### config.mk
export PLATFORM = sky130hd
export DESIGN_NAME = env_sequencer
export DESIGN_NICKNAME = d
export VERILOG_FILES = /design/src/rtl/env_sequencer.sv
export SDC_FILE = /design/constraint.sdc
export NUM_CORES = 1
export LEC_CHECK = 0
export BUFFER_PORTS_ARGS = -buffer_cell sky130_fd_sc_hd__clkbuf_2
export CAP_MARGIN = 25
export CORE_ASPECT_RATIO = 0.6
export CORE_UTILIZATION = 30
export CTS_CLUSTER_DIAMETER = 60
export DETAILED_ROUTE_END_ITERATION = 10
export GPL_TIMING_DRIVEN = 0
export PLACE_DENSITY = 0.5
export SLEW_MARGIN = 30
export SYNTH_ARGS = -nofsm -noshare
export SYNTH_HDL_FRONTEND = slang
export SYNTH_SLANG_ARGS = --single-unit
### constraint.sdc
create_clock -name wb_clk_i -period 7.5 [get_ports wb_clk_i]
set_input_delay 0.375 -clock wb_clk_i [delete_from_list [all_inputs] [get_ports wb_clk_i]]
set_output_delay 0.375 -clock wb_clk_i [all_outputs]
set_load 0.05 [all_outputs]
### src/rtl/env_sequencer.sv
// env_sequencer: ADSR-style envelope sequencer for the synth voice.
// A gate (trigger) starts an attack ramp to full scale, decays to the sustain
// level, holds there while the gate stays high, and releases to zero after the
// gate drops. Each ramp advances by STEP once per rate tick. The tick period
// comes from attack/decay/fade, all sampled live every cycle.
//
// Build option: define ENV_SEQUENCER_RETRIGGER_EN for hard retrigger (level
// cleared on every rising gate). Without it, a rising gate keeps the current
// level and ramps up from there (legato).
//
// state   | meaning
// IDLE    | silent, level held at 0, waiting for a rising gate
// ATTACK  | ramping up by STEP per tick until 0xFFFF
// DECAY   | ramping down by STEP per tick until the sustain level
// SUSTAIN | level follows the sustain input every cycle
// RELEASE | ramping down by STEP per tick until 0, then pulse env_done

module env_sequencer #(
    parameter logic [15:0] STEP = 16'd1
) (
    input  logic        wb_clk_i,
    input  logic        wb_rst_ni,
    input  logic        trigger,
    input  logic [26:0] attack,
    input  logic [26:0] decay,
    input  logic [26:0] fade,
    input  logic [15:0] sustain,
    output logic [15:0] env_level,
    output logic [2:0]  env_state,
    output logic        env_active,
    output logic        env_done
);

    localparam logic [2:0] ST_IDLE    = 3'd0;
    localparam logic [2:0] ST_ATTACK  = 3'd1;
    localparam logic [2:0] ST_DECAY   = 3'd2;
    localparam logic [2:0] ST_SUSTAIN = 3'd3;
    localparam logic [2:0] ST_RELEASE = 3'd4;

    logic [2:0]  state_q, state_d;
    logic [15:0] level_q, level_d;
    logic [26:0] cnt_q, cnt_d;
    logic        trig_q;
    logic        done_q, done_d;
    logic        active_q;

    logic        rise, fall;
    logic [26:0] period, period_eff, period_last;
    logic        counting, tick;
    logic [16:0] level_up, level_dn;
    logic [15:0] attack_lvl, decay_lvl, release_lvl;
    logic        gate_held_state;

    assign rise = trigger & ~trig_q;
    assign fall = ~trigger & trig_q;

    // Select the tick period for the current ramping state
    always_comb begin
        period   = 27'd1;
        counting = 1'b0;
        case (state_q)
            ST_ATTACK: begin
                period   = attack;
                counting = 1'b1;
            end
            ST_DECAY: begin
                period   = decay;
                counting = 1'b1;
            end
            ST_RELEASE: begin
                period   = fade;
                counting = 1'b1;
            end
            default: begin
                period   = 27'd1;
                counting = 1'b0;
            end
        endcase
    end

    // A zero period behaves as one (tick every cycle). Comparing with >= lets
    // a shortened period take effect immediately on the running count.
    assign period_eff  = (period == 27'd0) ? 27'd1 : period;
    assign period_last = period_eff - 27'd1;
    assign tick        = counting & (cnt_q >= period_last);

    // Saturating ramp candidates, computed one bit wider to catch wrap
    assign level_up    = {1'b0, level_q} + {1'b0, STEP};
    assign level_dn    = {1'b0, level_q} - {1'b0, STEP};
    assign attack_lvl  = level_up[16] ? 16'hFFFF : level_up[15:0];
    assign decay_lvl   = (level_dn[16] || (level_dn[15:0] <= sustain)) ? sustain : level_dn[15:0];
    assign release_lvl = level_dn[16] ? 16'h0000 : level_dn[15:0];

    assign gate_held_state = (state_q == ST_ATTACK) || (state_q == ST_DECAY) ||
                             (state_q == ST_SUSTAIN);

    // Next state and level; a rising gate outranks everything else
    always_comb begin
        state_d = state_q;
        level_d = level_q;
        done_d  = 1'b0;
        if (rise) begin
            state_d = ST_ATTACK;
`ifdef ENV_SEQUENCER_RETRIGGER_EN
            level_d = 16'h0000;
`else
            if (state_q == ST_IDLE) begin
                level_d = 16'h0000;
            end
`endif
        end else if (fall && gate_held_state) begin
            state_d = ST_RELEASE;
        end else begin
            case (state_q)
                ST_IDLE: begin
                    state_d = ST_IDLE;
                end
                ST_ATTACK: begin
                    if (tick) begin
                        level_d = attack_lvl;
                        if (attack_lvl == 16'hFFFF) begin
                            state_d = ST_DECAY;
                        end
                    end
                end
                ST_DECAY: begin
                    // Already at or below target: settle without waiting a tick
                    if (level_q <= sustain) begin
                        level_d = sustain;
                        state_d = ST_SUSTAIN;
                    end else if (tick) begin
                        level_d = decay_lvl;
                        if (decay_lvl == sustain) begin
                            state_d = ST_SUSTAIN;
                        end
                    end
                end
                ST_SUSTAIN: begin
                    level_d = sustain;
                end
                ST_RELEASE: begin
                    if (level_q == 16'h0000) begin
                        state_d = ST_IDLE;
                        done_d  = 1'b1;
                    end else if (tick) begin
                        level_d = release_lvl;
                        if (release_lvl == 16'h0000) begin
                            state_d = ST_IDLE;
                            done_d  = 1'b1;
                        end
                    end
                end
                default: begin
                    state_d = ST_IDLE;
                    level_d = 16'h0000;
                end
            endcase
        end
    end

    // Rate counter restarts on every state change, on every tick, and rests at 0
    // in the non-ramping states
    always_comb begin
        if ((state_d != state_q) || !counting || tick) begin
            cnt_d = 27'd0;
        end else begin
            cnt_d = cnt_q + 27'd1;
        end
    end

    // State registers with synchronous active-low reset
    always_ff @(posedge wb_clk_i) begin
        if (!wb_rst_ni) begin
            state_q  <= ST_IDLE;
            level_q  <= 16'h0000;
            cnt_q    <= 27'd0;
            trig_q   <= 1'b0;
            done_q   <= 1'b0;
            active_q <= 1'b0;
        end else begin
            state_q  <= state_d;
            level_q  <= level_d;
            cnt_q    <= cnt_d;
            trig_q   <= trigger;
            done_q   <= done_d;
            active_q <= (state_d != ST_IDLE);
        end
    end

    assign env_level  = level_q;
    assign env_state  = state_q;
    assign env_active = active_q;
    assign env_done   = done_q;

endmodule

After elaboration in Yosys (flattened, before gate mapping)
Index checks and enable logic that the tools add are counted.
{"block": "word_totals", "wordCells": 79, "out_inout_bits": 21, "inputBits": 100, "regBits": 49}
{"block": "classes", "eq_ne": 14, "n_lt_le_gt_ge": 3, "n_mux": 29, "bitwise_logic": 7, "n_reduce_logical": 16, "add_sub_neg": 4}
{"cell": "$mux W16", "n": 11}
{"cell": "$pmux W27 S3", "n": 1}
{"cell": "$pmux W16 S5", "n": 1}
{"cell": "$le A16 B16 Y1", "n": 2}
{"cell": "$logic_not A16 Y1", "n": 2}
{"cell": "$mux W3", "n": 10}
{"cell": "$add A27 B1 Y27 const B", "n": 1}
{"cell": "$ge A27 B27 Y1", "n": 1}
{"cell": "$logic_not A27 Y1", "n": 1}
{"cell": "$mux W27", "n": 1}
{"cell": "$sub A27 B1 Y27 const B", "n": 1}
{"cell": "$add A16 B1 Y17 const B", "n": 1}
{"cell": "$sub A16 B1 Y17 const B", "n": 1}
{"cell": "$eq A16 B16 Y1", "n": 1}
{"cell": "$eq A16 B16 Y1 const B", "n": 1}
{"cell": "$pmux W3 S4", "n": 1}
{"cell": "$ne A3 B3 Y1 const B", "n": 3}
{"cell": "$reduce_and A7 Y1", "n": 1}
{"cell": "$eq A3 B2 Y1 const B", "n": 2}
{"cell": "$logic_or A1 B1 Y1", "n": 5}
{"cell": "$mux W1", "n": 4}
{"cell": "$ne A2 B2 Y1 const B", "n": 2}
{"cell": "$ne A4 B3 Y1 const B", "n": 1}
{"cell": "$not A1 Y1", "n": 4}
{"cell": "12 further kinds", "n": 14}

Longest topological paths before layout
Gate-level depths: netlist of run 1.
{"block": "logic_depth", "depth_word": 16, "depth_mapped": 27, "ltp_nobuf": 21}

Worst setup path after synthesis of run 1
OpenSTA, ideal clock, no wires.
{"block": "synth_path", "path_type": "register to register", "startpoint": "register state_q[1] (netlist: env_state[1])", "endpoint": "register level_q[3] (netlist: env_level[3])", "period_less_slack_ns": 6.438, "path_slack_ns": 1.062, "path_buffers": 5, "stages_incl_launch_ff": 26, "setup_time_ns": 0.070, "t_required_ns": 7.430, "arrival_ns": 6.367, "cell_sequence": "dfxtp_1 buf_2 nor2b_1 clkbuf_1 clkbuf_1 a22oi_1 o21ai_0 nor4_1 a41oi_1 ha_1 nand2_1 nor4_1 nand4_1 xnor2_1 ha_1 and4_1 nor4b_1 a2111oi_0 o221a_2 and2_1 clkbuf_1 o211ai_1 or4bb_2 buf_2 o21ai_0 o2bb2ai_1"}
{"block": "synth_between", "elab_chain_cells": 9, "elab_cells_between_ends": 27, "cone_classes": "add/sub: 1; order compare: 1; eq/ne: 11; mux: 6; bitwise: 1; reduce/logical: 7"}
{"element": "start, declared", "line_no": "40", "text": "logic [2:0] state_q, state_d;"}
{"element": "start signal, assigned", "line_no": "181", "text": "state_q <= state_d;"}
{"element": "$eq A3 B3 Y1, or another cell as far along", "line_no": "61, 114"}
{"element": "$pmux W27 S3", "line_no": "61", "text": "case (state_q)"}
{"element": "$logic_not A27 Y1", "line_no": "83", "text": "assign period_eff = (period == 27'd0) ? 27'd1 : period;"}
{"element": "$mux W27", "line_no": "83"}
{"element": "$sub A27 B1 Y27", "line_no": "84", "text": "assign period_last = period_eff - 27'd1;"}
{"element": "$ge A27 B27 Y1", "line_no": "85", "text": "assign tick = counting & (cnt_q >= period_last);"}
{"element": "$and A1 B1 Y1", "line_no": "85"}
{"element": "$ne A4 B3 Y1 (no source line) or $ne A3 B3 Y1 (tied branches)"}
{"element": "$reduce_and A7 Y1 (no source line)"}
{"element": "end signal, assigned", "line_no": "182", "text": "level_q <= level_d;"}
{"element": "end, declared", "line_no": "41", "text": "logic [15:0] level_q, level_d;"}
Several ways; a longest one is shown, not always the timed one. The select of a mux whose other input is x is not followed.
A chain may end at the register's enable or synchronous reset.

Final worst setup path of run 1
{"block": "layout_path", "startpoint": "register state_q[1] (netlist: env_state[1])", "endpoint": "register level_q[13] (netlist: env_level[13])"}
The elaborated chain is that of the path after synthesis.

==> qor.yml, run 1 <==
logic_synthesis:
  postSynthAreaPerCell_um2: 7.43
  ys_seq_area_frac: 0.159
  synth_top_area_share: 0.159
  yosysUniqueCellTypes: 69
  synth_cells: 833
  async_flop_share: 0
  synth.most_common_cell: "nor2_1"
  syn_area_um2: 6190
  synth_common_cells: "nor2_1 (79), ha_1 (64), a21oi_1 (60)"
  ys.flop_type: "dfxtp_1"
  synth_area_leaders: "dfxtp_1 (16%), ha_1 (13%), xnor2_1 (8.1%)"
  ys_seq_elements: 49
  yosys_warnings: 0
  synth_edf_count: 0
  synth_nets: 997
  yosys.area.top_type: "dfxtp_1"
worst_setup_path:
  crit_required_ns: 7.71
  cpMaxStageDelayCell: "or4bb_2"
  crit_buf_inv: 6
  cp_max_fo: 10
  startpoint_type: "register"
  slowest_delay_ns: 0.84
  cp_common_cell: "buf_2"
  regToRegSetupSlack_ns: 0.31
  critical_path_class: "reg -> reg"
  crit_family: "simple AND/OR/NAND/NOR gates"
  arrival_ns: 7.40
  endpoint_kind: "register"
placement:
  globalplace.congestion: 0.960
  placed_area_um2: 7130
  numPortBuffers: 120
  place_hpwl_um: 19600
clock_tree:
  cts_hold_buf: 0
  numCtsBuffers: 5
  clk_latency_ns: 0.30
  clk_pin_slew_worst_paths_ns: 0.08
  cts_tree: "done"
  root_buffer: "clkbuf_16"
  ctsHtreeMaxLevel: 2
  clock-sinks: 49
  clock_path_buffers: 2
job:
  maxCapViolCount: 0
sta:
  finalSetupViolCount: 0
  period_share: 0.959
  finalCriticalPeriod_ns: 7.19
  hold_viol: 0
  setup_tns_ns: 0
  finalMaxSlewViolations: 0
  fmax_ghz: 0.139
  maxSlewHeadroom: 0.344
  tightest_slew_ns: 0.983
  fin_skew_ns: 0.00408
pwr:
  leakage_uw: 0.00310
  max-vdd-ir-drop_v: 0.0000838
  power_density_nw_per_um2: 104
detailed_routing:
  wl_um: 24400
  drtIter0Drc: 696
  drc: 0
  num_vias: 6792
  wl_per_cell_um: 19.7
  ant_nets: 0
  dr.pass1.iters: 5
  vias_per_cell: 5.48
grt:
  grt_start_max_net_pins: 16
  grt_pass1_wl_um: 37200
  grt_pass1_vias: 6204
  antenna_found_initial: 0
  grt_overflow: 0
  grt_usage: 0.229
outcome:
  status: "finished, final reports clean"
layout:
  syn2layout_area_growth_pct: 20.3
  fillerInstances: 2157
  layout.nets: 1130
  antenna_cells: 0
  drive_gt1_frac: 0.192
  design_area_um2: 7440
floorplan:
  die_y_um: 113
  core_region_area_um2: 20100
  initial_core_util: 0.307
  die_area_um2: 21200
  std_cell_rows: 40
  die_w_um: 187
  io_pins: 121
worst_hold_path:
  hp-class: "in -> reg"
-- registers in the layout (all words and copies together) (netlist names) --
signal,count
env_state,3
trig_q,1
env_done,1
env_level,16
cnt_q,27
env_active,1
-- logic make-up (layout without fill, tap and decap cells) --
group / count (synthesis) / in the layout / synth area share
simple gates: 315 / 315 / 0.266
fa+ha+maj: 64 / 64 / 0.129
compound gates: 212 / 212 / 0.240
mux: 6 / 6 / 0.00991
flops: 49 / 49 / 0.159
xor+xnor: 93 / 93 / 0.132
buf+inv: 94 / 228 / 0.0643
-- layer usage --
metal,part of all wire,vias to the layer above,track usage
li1,-,3345,-
met1,0.54,3158,0.379
met2,0.35,275,0.285
met3,0.10,14,0.0642
met4,0.0036,0,0.0152
met5,0,-,0
-- placed cells by master, fill, tap and decap left out, types with 6 or more instances in the layout --
| cell | synthesis | final |
|---|---|---|
| and3_1 | 11 | 11 |
| xnor2_1 | 57 | 57 |
| a21o_1 | 11 | 11 |
| nand2_1 | 48 | 48 |
| or3_1 | 10 | 10 |
| xor2_1 | 36 | 36 |
| a211o_1 | 6 | 6 |
| clkbuf_2 | 0 | 130 |
| nor4_1 | 15 | 12 |
| nor3_1 | 28 | 28 |
| nor2b_1 | 9 | 9 |
| inv_1 | 42 | 42 |
| buf_4 | 2 | 8 |
| a2bb2oi_1 | 15 | 15 |
| o21ai_0 | 26 | 23 |
| nand4_1 | 28 | 28 |
| buf_2 | 12 | 12 |
| o2bb2ai_1 | 8 | 8 |
| and4_1 | 6 | 6 |
| and2_1 | 8 | 8 |
| nand3b_1 | 11 | 11 |
| ha_1 | 64 | 64 |
| or2_2 | 6 | 6 |
| clkbuf_1 | 27 | 21 |
| a22oi_1 | 23 | 22 |
| a21oi_1 | 60 | 60 |
| a221oi_1 | 7 | 7 |
| nand3_1 | 35 | 35 |
| nor2_1 | 79 | 79 |
| dfxtp_1 | 49 | 49 |
-- worst paths after layout --
check | from | to | cells past startpoint
worst max-delay path | env_state[1] | env_level[13] | 27
worst min-delay path | wb_rst_ni | env_active | 2
worst min register to register | cnt_q[0] | cnt_q[0] | 1
worst max register to register | env_state[1] | env_level[13] | 27
-- through the flow --
step	setup WS [ns]	util	total power (uW)	hold WS, ns	cells
final	0.310	0.370	773	0.373	1240
after CTS	0.0171	0.366	769	0.370	1237
after global placement	-1.62	0.354	480	0.487	1226
after detailed placement	-1.35	0.355	482	0.491	1226
after global routing	-0.00417	0.370	813	0.370	1240
after floorplan	1.06	-	400	0.448	833
-- power by group --
group	internal (uW)	switching (uW)
logic	91.3	140
registers	262	2.79
clock network	159	118
total	512	261
-- final cells by class --
cell class	count	area [um^2]	share of cell area
Clock inverter	2	38.8	0.00521
Sequential cell	49	981	0.132
Multi-Input combinational cell	690	4900	0.658
Buffer	52	253	0.0340
Clock buffer	6	129	0.0173
Tap cell	273	342	0.0459
Timing Repair Buffer	126	646	0.0868
Inverter	42	158	0.0212
-- repair_timing --
action / in CTS / in global routing
resized for setup: 10 / 17
pin swaps: 1 / 2
buffers inserted: 3 / 3
setup endpoints to repair: 48 / 36
No activity file was read; power rests on OpenSTA's default activity.
==> run 2: changes to the inputs <==
CTS_BUF_LIST = sky130_fd_sc_hd__clkbuf_8   (was unset)
==> qor.yml, run 2 (same netlist as run 1, synthesis figures left out) <==
sta:
  finalMaxSlewViolations: 0  # unchanged
  hold_viol: 0  # unchanged
  period_share: 0.962  # +0.00282
  fin_skew_ns: 0.00874  # +0.00466 ns
  setup_tns_ns: 0  # unchanged
  tightest_slew_ns: 0.921  # -0.0620 ns
  fmax_ghz: 0.139  # -0.29%
  finalCriticalPeriod_ns: 7.21  # +0.0212 ns
  maxSlewHeadroom: 0.370  # +0.0255
  finalSetupViolCount: 0  # unchanged
layout:
  mostFrequentLayoutCells: "clkbuf_2 (130), nor2_1 (79), ha_1 (64), a21oi_1 (60), xnor2_1 (57)"
  top_register: "cnt_q"
  antenna_cells: 0  # unchanged
  syn2layout_area_growth_pct: 19.4
  mostFrequentLayoutCell: "clkbuf_2"
  drive_gt1_frac: 0.192  # unchanged
  largest_reg_flops: 27  # unchanged
  layout.nets: 1130  # unchanged
  final_util: 0.367  # -0.00280
grt:
  grt_start_max_net_pins: 16  # unchanged
  grt_usage: 0.229  # about the same
  grt_overflow: 0  # unchanged
  antenna_found_initial: 0  # unchanged
  grt_pass1_wl_um: 37200  # about the same
  grt_pass1_vias: 6204  # unchanged
clock_tree:
  cts_hold_buf: 0  # unchanged
  numCtsBuffers: 5  # unchanged
  clock_path_buffers: 2  # unchanged
  clock-sinks: 49  # unchanged
  clk_pin_slew_worst_paths_ns: 0.11  # +0.03 ns
  cts_tree: "done"
  root_buffer: "clkbuf_8"
  ctsHtreeMaxLevel: 2  # unchanged
  clk_latency_ns: 0.32  # +0.02 ns
outcome:
  status: "finished, final reports clean"
detailed_routing:
  drc: 0  # unchanged
  ant_nets: 0  # unchanged
  wl_per_cell_um: 19.7  # about the same
  wl_um: 24400  # about the same
  num_vias: 6777  # -0.22%
  drtIter0Drc: 644  # -7.5%
  dr.pass1.iters: 6  # +1
  vias_per_cell: 5.47  # -0.22%
floorplan:
  core_region_area_um2: 20100  # unchanged
  die_area_um2: 21200  # unchanged
  initial_core_util: 0.307  # unchanged
  die_w_um: 187  # unchanged
  std_cell_rows: 40  # unchanged
  die_y_um: 113  # unchanged
  io_pins: 121  # unchanged
placement:
  globalplace.congestion: 0.960  # unchanged
  numPortBuffers: 120  # unchanged
  place_hpwl_um: 19600  # unchanged
worst_setup_path:
  cp_max_fo: 10  # unchanged
  startpoint_type: "register"
  endpoint_kind: "register"
  critical_path_class: "reg -> reg"
  crit_required_ns: 7.73  # +0.02 ns
  arrival_ns: 7.44  # +0.04 ns
pwr:
  max-vdd-ir-drop_v: 0.0000613  # -27%
  power_density_nw_per_um2: 95.5  # -8.0%
  total_power_uw: 705  # -8.7%
  leakage_uw: 0.00308  # -0.69%
worst_hold_path:
  hp-class: "in -> reg"
job:
  maxCapViolCount: 0  # unchanged
## run 2: area by class of cell
class	count	area, um^2
inverters	42	158
plain buffers	52	253
well taps	273	342
flip-flops and latches	49	981
fillers	2167	12700
repair buffers	126	646
clock buffers	5	68.8
clock inverters	3	42.5
multi-input cells	690	4900
## run 2: worst max-delay path, stage by stage, from the launching register on
cell       delay [ns]
dfxtp_1          0.49
buf_2            0.30
nand3b_1         0.14
a21oi_1          0.10
a2111oi_1        0.72
nand3_1          0.33
nor4_4           0.38
a41oi_4          0.24
ha_1             0.28
nand2_1          0.25
nor4_4           0.07
buf_4            0.17
nand4_1          0.10
xnor2_1          0.08
ha_1             0.31
and4_1           0.34
nor4b_4          0.35
a2111oi_0        0.17
o221a_2          0.34
and2_1           0.15
clkbuf_1         0.18
o211ai_1         0.20
or4bb_2          0.83
buf_2            0.28
o22a_1           0.21
o21ai_0          0.09
## run 2: report_power, final
group	total, uW	switching, uW	internal (uW)
clock	209	110	99.3
sequential	265	2.81	262
combinational	232	140	91.3
total	705	253	452
## run 2: timing repair
item	CTS	global route
setup endpoints to repair	48	36
pin swaps	1	2
buffers inserted	3	3
gates cloned	0	0
resized for setup	9	19
## run 2: worst paths after layout
kind / slack [ns] / cells after the start / to / startpoint
setup / recovery: 0.29 / 25 / env_level[13] / env_state[0]
hold / removal: 0.35 / 2 / env_active / wb_rst_ni
setup reg to reg: 0.29 / 25 / env_level[13] / env_state[0]
hold reg to reg: 0.52 / 1 / cnt_q[0] / cnt_q[0]
## run 2: stage by stage
stage / worst slack [ns] / hold slack, ns / std cells / area, um^2
2_1_floorplan: 1.06 / 0.448 / 833 / 6190
3_3_place_gp: -1.62 / 0.487 / 1226 / 7130
5_1_grt: -0.0126 / 0.333 / 1240 / 7390
3_5_place_dp: -1.35 / 0.491 / 1226 / 7130
6_report: 0.289 / 0.351 / 1240 / 7390
4_1_cts: 0.00398 / 0.331 / 1237 / 7310
## run 2: layer usage
| metal | routed length, um | part of all wire | track usage |
|---|---|---|---|
| met5 | 0 | 0 | 0 |
| met4 | 55 | 0.0023 | 0.0152 |
| met3 | 2430 | 0.10 | 0.0658 |
| met2 | 8570 | 0.35 | 0.285 |
| met1 | 13300 | 0.55 | 0.378 |
